===== config.mk =====
export PLATFORM = sky130hd
export DESIGN_NAME = si7021_i2c_target
export DESIGN_NICKNAME = d
export VERILOG_FILES = /design/src/rtl/si7021_pkg.sv /design/src/rtl/crc8_0x31.sv /design/src/rtl/si7021_i2c_target.sv
export SDC_FILE = /design/constraint.sdc
export NUM_CORES = 1
export LEC_CHECK = 0
export CORE_MARGIN = 2
export CORE_UTILIZATION = 57
export CTS_CLUSTER_SIZE = 16
export DETAILED_ROUTE_END_ITERATION = 6
export PLACE_DENSITY = 0.89
export SLEW_MARGIN = 20
export SYNTH_ARGS = -nofsm -noshare
export SYNTH_HDL_FRONTEND = slang
export SYNTH_SLANG_ARGS = --single-unit
export TNS_END_PERCENT = 10

===== constraint.sdc =====
create_clock -name clk100MHz -period 2.6 [get_ports clk100MHz]
set_clock_uncertainty 0.05 [all_clocks]
set_input_delay 0.65 -clock clk100MHz [delete_from_list [all_inputs] [get_ports clk100MHz]]
set_output_delay 0.65 -clock clk100MHz [all_outputs]
set_load 0.02 [all_outputs]

===== src/rtl/si7021_pkg.sv =====
// Shared command codes, user-register reset value and FSM state encoding for the Si7021 I2C target.
package si7021_pkg;

    localparam logic [7:0] CMD_MEAS_T   = 8'hF3;
    localparam logic [7:0] CMD_MEAS_RH  = 8'hF5;
    localparam logic [7:0] CMD_READ_T   = 8'hE0;
    localparam logic [7:0] CMD_WR_USER  = 8'hE6;
    localparam logic [7:0] USER_REG_RST = 8'h3A;

    typedef enum logic [3:0] {
        ST_IDLE,
        ST_ADDR,
        ST_ADDR_ACK,
        ST_CMD,
        ST_CMD_ACK,
        ST_WDATA,
        ST_WDATA_ACK,
        ST_TX_BYTE,
        ST_RX_MACK,
        ST_WAIT_STOP
    } state_t;

    function automatic logic cmd_known(input logic [7:0] c);
        return (c == CMD_MEAS_T) || (c == CMD_MEAS_RH) || (c == CMD_READ_T) || (c == CMD_WR_USER);
    endfunction

endpackage


===== src/rtl/crc8_0x31.sv =====
// Combinational CRC-8, polynomial 0x31, init 0x00, over a 16-bit word MSB first.
module crc8_0x31 (
    input  logic [15:0] data,
    output logic [7:0]  crc
);

    always_comb begin
        crc = 8'h00;
        for (int i = 15; i >= 0; i--) begin
            if (crc[7] ^ data[i]) crc = {crc[6:0], 1'b0} ^ 8'h31;
            else                  crc = {crc[6:0], 1'b0};
        end
    end

endmodule


===== src/rtl/si7021_i2c_target.sv =====
// Si7021-style I2C target: measurement commands, user register, 2-byte result read.
// Optional CRC third byte is built when SI7021_CRC_EN is defined.
module si7021_i2c_target
    import si7021_pkg::*;
#(
    parameter logic [6:0] DEV_ADDR    = 7'h40,
    parameter int         CONV_CYCLES = 1000
) (
    input  logic        clk100MHz,
    input  logic        rst_n,
    input  logic        scl_in,
    input  logic        sda_in,
    output logic        sda_out,
    output logic        sda_en,
    input  logic [15:0] temp_data,
    input  logic [15:0] rh_data,
    output logic [7:0]  user_reg,
    output logic        busy
);

    localparam int CW = $clog2(CONV_CYCLES + 1);

    logic [1:0]    scl_sync, sda_sync;
    logic          scl_d, sda_d;
    logic          scl_rise, scl_fall, start_det, stop_det;
    state_t        state;
    logic [7:0]    shreg, tx_sh, cmd;
    logic [3:0]    bit_cnt;
    logic [1:0]    byte_idx;
    logic          is_read, conv_rh, result_valid;
    logic [15:0]   result, temp_snap;
    logic [CW-1:0] conv_cnt;

    assign sda_out = 1'b0;

    // Bus lines idle high, so the synchronizers reset to 1 to avoid a false START.
    always_ff @(posedge clk100MHz or negedge rst_n) begin
        if (!rst_n) begin
            scl_sync <= 2'b11;
            sda_sync <= 2'b11;
            scl_d    <= 1'b1;
            sda_d    <= 1'b1;
        end else begin
            scl_sync <= {scl_sync[0], scl_in};
            sda_sync <= {sda_sync[0], sda_in};
            scl_d    <= scl_sync[1];
            sda_d    <= sda_sync[1];
        end
    end

    assign scl_rise  = scl_sync[1] & ~scl_d;
    assign scl_fall  = ~scl_sync[1] & scl_d;
    assign start_det = scl_sync[1] & scl_d & sda_d & ~sda_sync[1];
    assign stop_det  = scl_sync[1] & scl_d & ~sda_d & sda_sync[1];

`ifdef SI7021_CRC_EN
    logic [7:0] crc;
    crc8_0x31 u_crc (
        .data (result),
        .crc  (crc)
    );
`endif

    always_ff @(posedge clk100MHz or negedge rst_n) begin
        if (!rst_n) begin
            state        <= ST_IDLE;
            sda_en       <= 1'b0;
            shreg        <= 8'h00;
            tx_sh        <= 8'h00;
            cmd          <= 8'h00;
            bit_cnt      <= 4'd0;
            byte_idx     <= 2'd0;
            is_read      <= 1'b0;
            conv_rh      <= 1'b0;
            busy         <= 1'b0;
            conv_cnt     <= '0;
            result       <= 16'h0000;
            result_valid <= 1'b0;
            temp_snap    <= 16'h0000;
            user_reg     <= USER_REG_RST;
        end else begin
            if (busy) begin
                if (conv_cnt == CW'(1)) begin
                    busy         <= 1'b0;
                    result       <= conv_rh ? rh_data : temp_data;
                    result_valid <= 1'b1;
                    temp_snap    <= temp_data;
                end else begin
                    conv_cnt <= conv_cnt - CW'(1);
                end
            end

            if (scl_rise) begin
                shreg   <= {shreg[6:0], sda_sync[1]};
                bit_cnt <= bit_cnt + 4'd1;
            end

            // sda_en only moves on an SCL falling edge so SDA never changes while SCL is high.
            if (start_det) begin
                state   <= ST_ADDR;
                bit_cnt <= 4'd0;
            end else if (stop_det) begin
                state <= ST_IDLE;
            end else if (scl_fall) begin
                sda_en <= 1'b0;
                case (state)
                    ST_ADDR: if (bit_cnt == 4'd8) begin
                        bit_cnt <= 4'd0;
                        if (shreg[7:1] != DEV_ADDR) begin
                            state <= ST_WAIT_STOP;
                        end else if (!shreg[0]) begin
                            is_read <= 1'b0;
                            sda_en  <= 1'b1;
                            state   <= ST_ADDR_ACK;
                        end else if (busy || !result_valid) begin
                            state <= ST_WAIT_STOP;
                        end else begin
                            is_read <= 1'b1;
                            sda_en  <= 1'b1;
                            state   <= ST_ADDR_ACK;
                        end
                    end
                    ST_ADDR_ACK: begin
                        bit_cnt <= 4'd0;
                        if (is_read) begin
                            byte_idx <= 2'd0;
                            sda_en   <= ~result[15];
                            tx_sh    <= {result[14:8], 1'b0};
                            state    <= ST_TX_BYTE;
                        end else begin
                            state <= ST_CMD;
                        end
                    end
                    ST_CMD: if (bit_cnt == 4'd8) begin
                        bit_cnt <= 4'd0;
                        cmd     <= shreg;
                        if (cmd_known(shreg)) begin
                            sda_en <= 1'b1;
                            state  <= ST_CMD_ACK;
                            if ((shreg == CMD_MEAS_T || shreg == CMD_MEAS_RH) && !busy) begin
                                busy     <= 1'b1;
                                conv_cnt <= CW'(CONV_CYCLES);
                                conv_rh  <= (shreg == CMD_MEAS_RH);
                            end
                            if (shreg == CMD_READ_T) begin
                                result       <= temp_snap;
                                result_valid <= 1'b1;
                            end
                        end else begin
                            state <= ST_WAIT_STOP;
                        end
                    end
                    ST_CMD_ACK: begin
                        bit_cnt <= 4'd0;
                        state   <= (cmd == CMD_WR_USER) ? ST_WDATA : ST_WAIT_STOP;
                    end
                    ST_WDATA: if (bit_cnt == 4'd8) begin
                        bit_cnt  <= 4'd0;
                        sda_en   <= 1'b1;
                        user_reg <= shreg;
                        state    <= ST_WDATA_ACK;
                    end
                    ST_WDATA_ACK: state <= ST_WAIT_STOP;
                    ST_TX_BYTE: begin
                        if (bit_cnt == 4'd8) begin
                            bit_cnt <= 4'd0;
                            state   <= ST_RX_MACK;
                        end else begin
                            sda_en <= ~tx_sh[7];
                            tx_sh  <= {tx_sh[6:0], 1'b0};
                        end
                    end
                    // shreg[0] holds the master's ACK bit (0 = ACK) sampled on the last rise.
                    ST_RX_MACK: begin
                        bit_cnt <= 4'd0;
                        if (!shreg[0] && byte_idx == 2'd0) begin
                            byte_idx <= 2'd1;
                            sda_en   <= ~result[7];
                            tx_sh    <= {result[6:0], 1'b0};
                            state    <= ST_TX_BYTE;
`ifdef SI7021_CRC_EN
                        end else if (!shreg[0] && byte_idx == 2'd1) begin
                            byte_idx <= 2'd2;
                            sda_en   <= ~crc[7];
                            tx_sh    <= {crc[6:0], 1'b0};
                            state    <= ST_TX_BYTE;
`endif
                        end else begin
                            state <= ST_WAIT_STOP;
                            if (shreg[0] && byte_idx != 2'd0) result_valid <= 1'b0;
                        end
                    end
                    default: ;
                endcase
            end
        end
    end

endmodule


==> flow_summary.toml <==
[critical_path]
path_class = "register to register"
cp.required_ns = 2.80
r2r-end = "conv_rh"
cpPeakStageDelay_ns = 0.71
arrival_ns = 2.50
rr_worst_depth = 4
crit_path_top_delay_cell = "or4_1"
setup.worst_path.start = "scl_d"
end_kind = "register"
cp-endpoint = "conv_rh"
cp_max_fo = 10
timing.rr.start = "scl_d"
reg2reg_setup_slack_ns = 0.30
crit_chain = "nor2b_1 > nand3_1 > or4_1 > o41ai_1"
cp-start-kind = "register"

[timing]
slew_headroom_pct = 52.56
hold_violations = 0
max_freq_ghz = 0.4349
finalSetupTns_ns = 0
finalSetupViolCount = 0
drv_slew = 0
worstMarginPinSlew_ns = 0.7041
hold_ws_ns = 0.07401
period_minus_slack_ns = 2.300
post-route-period-util_pct = 88.45
rsz0062_at_grt = "false"

[routing]
wl_met3_um = 510
wl_met2_um = 4937
drc_errors = 0
wl_per_cell_um = 16.30
met1_length_um = 4048
maxUsedRoutingLayer = "met4"
avgViaCountPerCell = 5.970
initialDrtViolationCount = 168
first_pass_iters = 4
wl_um = 9634
dr_total_vias = 3528
ant_nets = 0

[power_and_ir_drop]
seqPwrFrac_pct = 55.0
p_comb_share_pct = 13.3
peakVddDrop_v = 0.0003705
clkPwrFrac_pct = 31.7
p_per_area_mw_per_mm2 = 569.8
swShare_pct = 28.32
p_switching_w = 0.0008709
p_leak_nw = 2.285
p_int_w = 0.002205
finalPower_w = 0.003075

[global_route]
antenna_found_initial = 0
track_usage_pct = 23.93
grt_max_degree = 55
grt_pass1_vias = 3453
grt_pass1_wl_um = 16540
grt_overflow = 0

[synthesis]
yosys_warnings = 0
avgSynthCellArea_um2 = 10.56
synth_top_area_share_pct = 44.70
ys_seq_area_share_pct = 50.35
synth-edff-count = 0
ys_seq_elements = 93
synth.largest_area_cell = "dfrtp_1"
ys_async_sr_fraction_pct = 100.0
synth_ff_type = "dfrtp_1"
syn-cell-area_mm2 = 0.004647
netlist_instances = 440
ys_types = 59
synth_nets = 480
ys_top_cells_by_area = "dfrtp_1, mux2_2, o21ai_0"

[floorplanning]
io_pins = 47
die_y_um = 94.29
rows = 32
start_util_pct = 59.52
dieArea_mm2 = 0.008891
core_area_mm2 = 0.007807
die_w_um = 94.29

[clocking]
numCtsBuffers = 9
cts_max_path_buffers = 2
cts.sink_count = 93
post_cts_buffers = 0
htreeDepth = 3
cts_resized = 0
clk_pin_slew_ns = 0.09
cts-hold-fix-buffers = 0
clk_latency_ns = 0.36
cts_root_buf = "clkbuf_8"
cts_tree = "yes"

[cells_and_area]
seqCellArea_mm2 = 0.002340
drive_gt1_share_pct = 19.22
stdcell_count = 591
final_common_cell = "dfrtp_1"
areaGrowthSynthToFinish_pct = 16.16
nets = 524
fillerInstances = 569
layout_common_cells = "dfrtp_1, nand2_1, o21ai_0"
multi_input_area_mm2 = 0.002106
num_antenna_cells = 0
top_regs = "result: 16 flops, temp_snap: 16 flops, conv_cnt: 10 flops"

[placed_design]
placed_cells = 575
routabilityCongestion = 1.026
place_hpwl_um = 6707
port_buffers = 45

[job]
maxCapViolations = 0

[worst_hold_path]
hold_class = "input port to asynchronous set/reset pin"

[status]
status = "completed"
[metrics by stage]
stage | util, % | setup slack, ns | cell area [um2]
after floorplan | - | 0.4709 | 4647
after global placement | 66.60 | 0.4270 | 5200
after detailed placement | 66.60 | 0.3471 | 5200
after CTS | 69.13 | 0.3194 | 5398
after global routing | 69.13 | 0.08638 | 5398
final | 69.13 | 0.3004 | 5398
[synthesized netlist by cell type, types with 3 or more instances]
master    instances
dfrtp_1          83
a21oi_1           8
dfstp_2          10
nor2_1           17
nand2b_1          9
and4b_1           4
clkbuf_1         14
mux2i_1          17
ha_1              4
mux2_2           47
o21ai_0          54
nand4_1           4
xnor2_1           5
inv_1            17
a22oi_1           6
xor2_1            5
nand2_1          57
buf_6             5
nor2b_1           4
nor4_1            5
o21ai_1           3
or4_1             3
nand3_1          12
[final cells by class]
cell class / instances / share of cell area [%]
Sequential cell: 93 / 43.35
Multi-Input combinational cell: 306 / 39.01
Timing Repair Buffer: 57 / 10.43
Clock buffer: 10 / 2.364
Tap cell: 102 / 2.364
Clock inverter: 6 / 1.298
Inverter: 17 / 1.182
[cell families after synthesis]
family          count (synthesis)  share of synthesized area [%]
flops                          93                          50.35
mux                            64                          15.05
compound gates                 90                          11.44
buf+inv                        41                          4.335
fa+ha+maj                       4                          1.077
xor+xnor                       10                          1.885
other cells                     1                        0.08070
simple gates                  137                          15.78
[power by group through the flow]
stage / clock network [W] / registers [W] / logic (W)
CTS: 0.000997 / 0.00169 / 0.000410
finish: 0.000976 / 0.00169 / 0.000410
global placement: 0 / 0.00170 / 0.000389
detailed placement: 0 / 0.00172 / 0.000406
global route: 0.00106 / 0.00171 / 0.000464
floorplan: 0 / 0.00165 / 0.000271
[worst min path at each step]
stage | endpoint | slack (ns)
final | shreg[4] | 0.07
after detailed placement | scl_sync[1] | 0.30
after CTS | user_reg[7] | 0.06
after global routing | shreg[3] | 0.06
after floorplan | bit_cnt[0] | 0.30
after global placement | scl_sync[1] | 0.30
[critical path, delay by kind of cell (launching register included)]
family             cells  cell delay (ns)
DFF                    1             0.58
and+or+nand+nor        3             1.25
AOI/OAI and AO/OA      1             0.32
[layer usage]
layer	GRT usage, %	vias up
li1	-	1643
met1	30.84	1734
met2	41.67	137
met3	4.334	14
met4	6.159	0
met5	0	-
Note: power is estimated with default switching activity, not from simulation.
